`src/rtl/sentinel_key_presenter_if.sv`:
```
// Handshake and lock-facing signal bundle for the Sentinel key presenter.
// master: controller plus lock side; slave: the presenter itself.
interface sentinel_key_presenter_if;
    logic       start;
    logic       abort;
    logic [7:0] key_out;
    logic [7:0] seg_in;
    logic [7:0] glow_in;
    logic       busy;
    logic       done;
    logic [1:0] result;
    logic [1:0] attempts;

    modport master (
        output start, abort, seg_in, glow_in,
        input  key_out, busy, done, result, attempts
    );

    modport slave (
        input  start, abort, seg_in, glow_in,
        output key_out, busy, done, result, attempts
    );
endinterface

```
`src/rtl/sentinel_key_presenter.sv`:
```
// Initiator for the Sentinel lock: presents the key, samples the lock's display and glow,
// releases the key, checks the lock relocked, and posts GRANTED/DENIED/FAULT with retries.
module sentinel_key_presenter #(
    parameter logic [7:0]  KEY           = 8'hB6,
    parameter int unsigned SETTLE_CYCLES = 4,
    parameter int unsigned MAX_RETRIES   = 3,
    parameter logic [7:0]  SEG_VERIFIED  = 8'hC1,
    parameter logic [7:0]  SEG_LOCKED    = 8'hC7
) (
    input  logic                     clk,
    input  logic                     rst_n,
    sentinel_key_presenter_if.slave  bus
);

    localparam int unsigned CNT_W = 4;
    localparam int unsigned ATT_W = 2;

    localparam logic [CNT_W-1:0] CNT_LOAD = CNT_W'(SETTLE_CYCLES - 1);
    localparam logic [ATT_W-1:0] ATT_MAX  = ATT_W'(MAX_RETRIES);

    localparam logic [1:0] RES_NONE    = 2'b00;
    localparam logic [1:0] RES_GRANTED = 2'b01;
    localparam logic [1:0] RES_DENIED  = 2'b10;
    localparam logic [1:0] RES_FAULT   = 2'b11;

    typedef enum logic [2:0] {
        ST_IDLE    = 3'd0,
        ST_DRIVE   = 3'd1,
        ST_SETTLE  = 3'd2,
        ST_SAMPLE  = 3'd3,
        ST_RELEASE = 3'd4,
        ST_DONE    = 3'd5
    } state_e;

    state_e             state_q,    state_d;
    logic [CNT_W-1:0]   cnt_q,      cnt_d;
    logic [1:0]         pend_q,     pend_d;
    logic [7:0]         key_q,      key_d;
    logic               busy_q,     busy_d;
    logic               done_q,     done_d;
    logic [1:0]         result_q,   result_d;
    logic [ATT_W-1:0]   attempts_q, attempts_d;

    logic               in_busy;
    logic               relocked;
    logic [1:0]         final_res;

    // Outputs are a registered image of the state occupied during the previous cycle.
    always_comb begin
        state_d    = state_q;
        cnt_d      = cnt_q;
        pend_d     = pend_q;
        result_d   = result_q;
        attempts_d = attempts_q;
        final_res  = pend_q;

        in_busy  = (state_q == ST_DRIVE)  || (state_q == ST_SETTLE) ||
                   (state_q == ST_SAMPLE) || (state_q == ST_RELEASE);
        relocked = (bus.seg_in == SEG_LOCKED) && (bus.glow_in == 8'h00);

        key_d  = ((state_q == ST_DRIVE) || (state_q == ST_SETTLE) ||
                  (state_q == ST_SAMPLE)) ? KEY : 8'h00;
        busy_d = in_busy;
        done_d = (state_q == ST_DONE);

        case (state_q)
            ST_IDLE: begin
                if (bus.start && !bus.abort) begin
                    state_d    = ST_DRIVE;
                    result_d   = RES_NONE;
                    attempts_d = '0;
                end
            end
            ST_DRIVE: begin
                if (attempts_q < ATT_MAX) begin
                    attempts_d = attempts_q + ATT_W'(1);
                end
                cnt_d   = CNT_LOAD;
                state_d = ST_SETTLE;
            end
            ST_SETTLE: begin
                if (cnt_q == '0) begin
                    state_d = ST_SAMPLE;
                end else begin
                    cnt_d = cnt_q - CNT_W'(1);
                end
            end
            ST_SAMPLE: begin
                if ((bus.seg_in == SEG_VERIFIED) && (bus.glow_in == 8'hFF)) begin
                    pend_d = RES_GRANTED;
                end else if (relocked) begin
                    pend_d = RES_DENIED;
                end else begin
                    pend_d = RES_FAULT;
                end
                cnt_d   = CNT_LOAD;
                state_d = ST_RELEASE;
            end
            ST_RELEASE: begin
                if (cnt_q == '0) begin
                    // A lock that fails to relock after key release overrides any verdict.
                    final_res = relocked ? pend_q : RES_FAULT;
                    pend_d    = final_res;
                    if ((final_res == RES_DENIED) && (attempts_q < ATT_MAX)) begin
                        state_d = ST_DRIVE;
                    end else begin
                        state_d = ST_DONE;
                    end
                end else begin
                    cnt_d = cnt_q - CNT_W'(1);
                end
            end
            ST_DONE: begin
                result_d = pend_q;
                state_d  = ST_IDLE;
            end
            default: begin
                state_d = ST_IDLE;
            end
        endcase

        if (bus.abort && in_busy) begin
            state_d    = ST_IDLE;
            result_d   = RES_NONE;
            attempts_d = attempts_q;
        end
    end

    always_ff @(posedge clk) begin
        if (!rst_n) begin
            state_q    <= ST_IDLE;
            cnt_q      <= '0;
            pend_q     <= RES_NONE;
            key_q      <= 8'h00;
            busy_q     <= 1'b0;
            done_q     <= 1'b0;
            result_q   <= RES_NONE;
            attempts_q <= '0;
        end else begin
            state_q    <= state_d;
            cnt_q      <= cnt_d;
            pend_q     <= pend_d;
            key_q      <= key_d;
            busy_q     <= busy_d;
            done_q     <= done_d;
            result_q   <= result_d;
            attempts_q <= attempts_d;
        end
    end

    assign bus.key_out  = key_q;
    assign bus.busy     = busy_q;
    assign bus.done     = done_q;
    assign bus.result   = result_q;
    assign bus.attempts = attempts_q;

endmodule

```
`src/flat_wrapper.sv`:
```
// flat-port wrapper written by rule: the top's interface ports become plain ports
module sentinel_key_presenter_flat 
#(
    parameter logic [7:0]  KEY           = 8'hB6,
    parameter int unsigned SETTLE_CYCLES = 4,
    parameter int unsigned MAX_RETRIES   = 3,
    parameter logic [7:0]  SEG_VERIFIED  = 8'hC1,
    parameter logic [7:0]  SEG_LOCKED    = 8'hC7
)
  (clk, rst_n, bus_start, bus_abort, bus_seg_in, bus_glow_in, bus_key_out, bus_busy, bus_done, bus_result, bus_attempts);
  sentinel_key_presenter_if bus_i ();
  input  logic clk;
  input  logic rst_n;
  input wire logic [$bits(bus_i.start)-1:0] bus_start;
  input wire logic [$bits(bus_i.abort)-1:0] bus_abort;
  input wire logic [$bits(bus_i.seg_in)-1:0] bus_seg_in;
  input wire logic [$bits(bus_i.glow_in)-1:0] bus_glow_in;
  output wire logic [$bits(bus_i.key_out)-1:0] bus_key_out;
  output wire logic [$bits(bus_i.busy)-1:0] bus_busy;
  output wire logic [$bits(bus_i.done)-1:0] bus_done;
  output wire logic [$bits(bus_i.result)-1:0] bus_result;
  output wire logic [$bits(bus_i.attempts)-1:0] bus_attempts;
  assign bus_i.start = bus_start;
  assign bus_i.abort = bus_abort;
  assign bus_i.seg_in = bus_seg_in;
  assign bus_i.glow_in = bus_glow_in;
  assign bus_key_out = bus_i.key_out;
  assign bus_busy = bus_i.busy;
  assign bus_done = bus_i.done;
  assign bus_result = bus_i.result;
  assign bus_attempts = bus_i.attempts;
  sentinel_key_presenter #(.KEY(KEY), .SETTLE_CYCLES(SETTLE_CYCLES), .MAX_RETRIES(MAX_RETRIES), .SEG_VERIFIED(SEG_VERIFIED), .SEG_LOCKED(SEG_LOCKED)) u_core (.clk(clk), .rst_n(rst_n), .bus(bus_i));
endmodule
```
`config.mk`:
```
export PLATFORM = sky130hd
export DESIGN_NAME = sentinel_key_presenter_flat
export DESIGN_NICKNAME = d
export VERILOG_FILES = /design/src/rtl/sentinel_key_presenter_if.sv /design/src/rtl/sentinel_key_presenter.sv /design/src/flat_wrapper.sv
export SDC_FILE = /design/constraint.sdc
export NUM_CORES = 1
export LEC_CHECK = 0
export ABC_AREA = 1
export ABC_CLOCK_PERIOD_IN_PS = 1200
export CORE_AREA = 5 5 54 47
export CTS_CLUSTER_SIZE = 24
export DETAILED_ROUTE_END_ITERATION = 7
export DIE_AREA = 0 0 59 52
export DONT_BUFFER_PORTS = 1
export PLACE_DENSITY = 0.66
export SETUP_SLACK_MARGIN = 0.4
export SLEW_MARGIN = 5
export SYNTH_ARGS = -nofsm -noshare
export SYNTH_HDL_FRONTEND = slang
export SYNTH_SLANG_ARGS = --single-unit
```
`constraint.sdc`:
```
create_clock -name clk -period 1.2 [get_ports clk]
set_input_delay 0.24 -clock clk [delete_from_list [all_inputs] [get_ports clk]]
set_output_delay 0.24 -clock clk [all_outputs]
set_load 0.1 [all_outputs]
```
## Yosys cells after proc, flatten, opt, wreduce, memory -nomap -nowiden

Cells that the tools add are included.

| word-level totals | value |
|---|---|
| register bits | 23 |
| word-level logic and storage cells | 68 |

| cells by class | value |
|---|---|
| add/sub/neg operators | 2 |
| magnitude comparators | 1 |
| eq/ne operators | 14 |
| multiplexer cells | 17 |
| bitwise operators | 2 |
| reduce and logical (&&, ||, !) cells | 24 |

Operators with widths:

| kind | count |
|---|---|
| $eq 8x8->1 const B | 3 |
| $pmux 3 s5 | 1 |
| $mux 3 | 4 |
| $pmux 2 s2 | 3 |
| $mux 2 | 5 |
| $logic_not 8->1 | 1 |
| $mux 8 | 1 |
| $ne 2x2->1 const B | 4 |
| $pmux 4 s2 | 1 |
| $reduce_bool 2->1 | 4 |
| $eq 3x2->1 const B | 2 |
| $eq 3x3->1 const B | 2 |
| $reduce_and 2->1 | 3 |
| $reduce_or 2->1 | 3 |
| $logic_and 1x1->1 | 5 |
| $logic_not 4->1 | 1 |
| $mux 4 | 1 |
| $reduce_and 4->1 | 1 |
| $sub 4x1->4 const B | 1 |
| $eq 3x1->1 const B | 1 |
| $logic_not 3->1 | 1 |
| $logic_or 1x1->1 | 3 |
| $reduce_and 3->1 | 1 |
| $add 2x1->2 const B | 1 |
| 6 further kinds | 7 |

## Logic depth before layout (Yosys ltp)

| depth | value |
|---|---|
| depth after elaboration | 8 |
| depth in mapped cells | 11 |
| gate-level depth less buffers | 11 |

## Least setup slack after synthesis

Ideal clock, no wire load.

| timing path | value |
|---|---|
| kind | register -> register |
| start point | register u_core.attempts_q[0] (netlist: u_core.bus.attempts[0]) |
| end point | register u_core.attempts_q[0] (netlist: u_core.bus.attempts[0]) |
| library setup time | 116 ps |
| data arrival time | 1606 ps |
| data required time | 1084 ps |
| path slack | -521 ps |
| stages on the path, launching flop included | 7 |
| buffers on the path | 0 |
| period minus slack after synthesis | 1721 ps |
| cells stage by stage | dfxtp_1 ha_1 o21ai_0 nand2_1 inv_1 nor2_1 nor2_1 |

| between the ends | value |
|---|---|
| longest elaborated chain between the ends | 3 |
| elaborated cells between the ends (all ways) | 6 |
| those cells by class | add/sub: 1; order compare: 1; eq/ne: 1; mux: 2; reduce/logical: 1 |

RTL lines:

| item | RTL line | RTL |
|---|---|---|
| start, declared | sentinel_key_presenter.sv:42 | `logic [ATT_W-1:0] attempts_q, attempts_d;` |
| start signal, assigned | sentinel_key_presenter.sv:147 | `attempts_q <= attempts_d;` |
| $add 2x1->2 / $lt 2x2->1 (equally long branches) | sentinel_key_presenter.sv:76, sentinel_key_presenter.sv:75 |  |
| $mux 2 / $ne 2x2->1 (equally long branches) | n/a |  |
| $pmux 2 s2 / $reduce_and 4->1 (equally long branches) | n/a |  |

Several ways; a longest one is shown, not always the timed one. The select of a mux whose other input is x is not followed.
A chain may end at the register's enable or synchronous reset.

==> impl_metrics.py <==
metrics = {
    "outcome": {
        "status": "finished, violations left",
        "violations": "negative setup slack",
    },
    "yosys": {
        "yosysTopAreaCellShare_pct": 32.8,
        "yosys_warnings": 0,
        "synthCells": 158,
        "yosysTopAreaCell": "dfxtp_1",
        "synth_area_leaders": "dfxtp_1 (33%), nand2_1 (14%), nor2_1 (11%)",
        "synth_area_um2": 976,
        "synth_cell_types": 18,
        "syn-mean-instance-area_um2": 6.18,
        "ys_seq_area_share_pct": 32.8,
        "synth_seq_cells": 16,
    },
    "cts": {
        "cts_hold_buffers": 0,
        "h-tree-depth": 1,
        "cts.sinks": 16,
        "cts_buffers": 3,
        "clk_pin_slew_worst_paths_ns": 0.10,
        "clock_latency_ns": 0.30,
        "cts_max_path_buffers": 2,
        "tritoncts": "done",
        "root_buffer": "clkbuf_4",
    },
    "floorplanning": {
        "coreArea_mm2": 0.00199,
        "dieArea_mm2": 0.00307,
        "die_h_um": 52,
        "die_w_um": 59,
        "ios": 34,
        "start_util_pct": 49.1,
        "rows": 15,
    },
    "global_routing": {
        "grt_pass1_wl_mm": 4.23,
        "grt_remaining_overflow": 0,
        "grt_max_degree": 11,
        "antenna_found_initial": 0,
        "grt_usage_pct": 18.5,
        "grt_pass1_vias": 956,
    },
    "setup_path": {
        "cp.required_ns": 0.96,
        "path_cells": "buf_16",
        "cp_num_buf_inv": 1,
        "path_max_fanout": 3,
        "crit_path_max_incr_delay_ns": 0.40,
        "cp_slowest_cell": "dfxtp_4",
        "arrival_ns": 1.01,
        "end_kind": "primary output",
        "crit_family": "flip-flops",
        "crit_type": "reg -> out",
        "critPathLaunchType": "flip-flop",
    },
    "layout": {
        "final_area_mm2": 0.00146,
        "syn2layout_area_growth_pct": 49.6,
        "fillers": 140,
        "nets": 203,
        "multi_input_area_um2": 689,
        "drive_gt1_share_pct": 41.1,
        "insertedDiodeCount": 0,
        "final_util_pct": 73.4,
        "seqCellArea_um2": 360,
    },
    "routing": {
        "wl_per_cell_um": 12.6,
        "wirelength_mm": 2.59,
        "route.detailed.drc": 0,
        "first_pass_iters": 4,
        "ant_nets": 0,
        "vias": 1031,
        "via_per_inst": 5.03,
        "dr.first_iter.drc_count": 19,
    },
    "timing": {
        "fmax_mhz": 798,
        "setup_ws_ns": -0.0532,
        "final_max_slew_viol_count": 0,
        "whs_ns": 0.0511,
        "hold_violations": 0,
        "fin_crit_sh_pct": 104,
        "timing.setup.tns_ns": -0.224,
        "rsz0062_at_grt": "yes",
        "finClkSkew_ns": 0.0124,
        "setup_viol": 8,
        "min_period_ns": 1.25,
    },
    "flow_run": {
        "maxCapViolCount": 0,
    },
    "power_and_ir_drop": {
        "p_leak_uw": 0.000678,
        "power_density_mw_per_mm2": 2950,
        "ir_drop_mv": 1.89,
    },
    "placed_design": {
        "gp_congestion": 0.773,
        "placed_area_mm2": 0.00111,
        "hpwlAfterDp_mm": 1.69,
        "port-buffer-count": 0,
    },
    "min_path": {
        "hp-class": "in -> reg",
    },
}
## power breakdown
part | switching (uW) | leakage, uW | internal [uW] | total [uW]
clock network | 174 | 0.0000150 | 129 | 304
registers | 385 | 0.000139 | 766 | 1150
logic | 1740 | 0.000524 | 1110 | 2850
## layout by cell type (no fill, tap or decap), drive strengths merged
master and instances:
nor2 30, clkbuf 4, o21ai 9, buf 23
or2 2, a21oi 8, ha 2, nor3 3
o21bai 1, nand2 41, conb 3, nand4 3
nand3 11, clkinvlp 1, inv 23, dfxtp 16
## worst paths after layout
check	startpoint	endpoint	slack [ns]	depth (start not counted)
setup / recovery	u_core.bus.key_out[5]$_SDFF_PN0_	bus_key_out[2]	-0.05	1
hold / removal	rst_n	u_core.bus.attempts[1]$_SDFFE_PN0P_	0.05	2
setup reg to reg	u_core.state_q[1]$_SDFFE_PP0P_	u_core.state_q[2]$_SDFFE_PP0P_	-0.03	8
hold reg to reg	u_core.pend_q[0]$_SDFFE_PN0P_	u_core.bus.result[0]$_SDFFE_PP0P_	0.50	2
## cells in the mapped netlist
master / number
nand2_1: 36
conb_1: 1
nand2_2: 4
inv_2: 2
nor3_1: 3
or2_2: 2
nor2_1: 29
dfxtp_1: 16
nand4_1: 3
nand3_1: 11
ha_1: 2
buf_4: 8
nand2_4: 1
inv_1: 21
o21bai_1: 1
a21oi_1: 8
o21ai_0: 9
nor2_2: 1
## cells by family (layout without fill, tap and decap cells)
group	count (synthesis)	count (layout)	synth area share, %
simple gates	90	90	39.7
buf+inv	31	51	15.0
compound gates	18	18	9.49
flops	16	16	32.8
fa+ha+maj	2	2	2.56
other cells	1	3	0.384
## layer usage
layer	wire length [um]	global-route usage, %
met1	1040	21.2
met2	1360	32.4
met3	155	5.96
met4	30	6.04
met5	0	0
## stage by stage
step           setup WS [ns]  instances  total power, uW
2_1_floorplan         0.0198        160             2860
3_3_place_gp         -0.0241        186             3000
3_5_place_dp         -0.0656        186             3050
4_1_cts              -0.0379        200             4090
5_1_grt               -0.121        205             4560
6_report             -0.0532        205             4310
## repair_timing
action	in CTS	in global routing
buffers inserted	9	5
gates resized for setup	49	5
endpoints found under the setup margin	26	27
gates cloned	1	0
pin swaps	17	13
## registers in the layout, indices dropped and copies added, names as in the netlist
register,count
u_core.cnt_q,4
u_core.state_q,3
u_core.bus.attempts,2
u_core.bus.result,2
u_core.pend_q,2
u_core.bus.busy,1
u_core.bus.done,1
u_core.bus.key_out,1
## area by class of cell
class | instances | share of cell area, %
Timing Repair inverter | 1 | 0.514
Sequential cell | 16 | 24.7
Tap cell | 25 | 2.14
Inverter | 23 | 6.26
Multi-Input combinational cell | 113 | 47.2
Timing Repair Buffer | 23 | 17.4
Clock buffer | 4 | 1.80
Power figures use the tool's default switching activity.
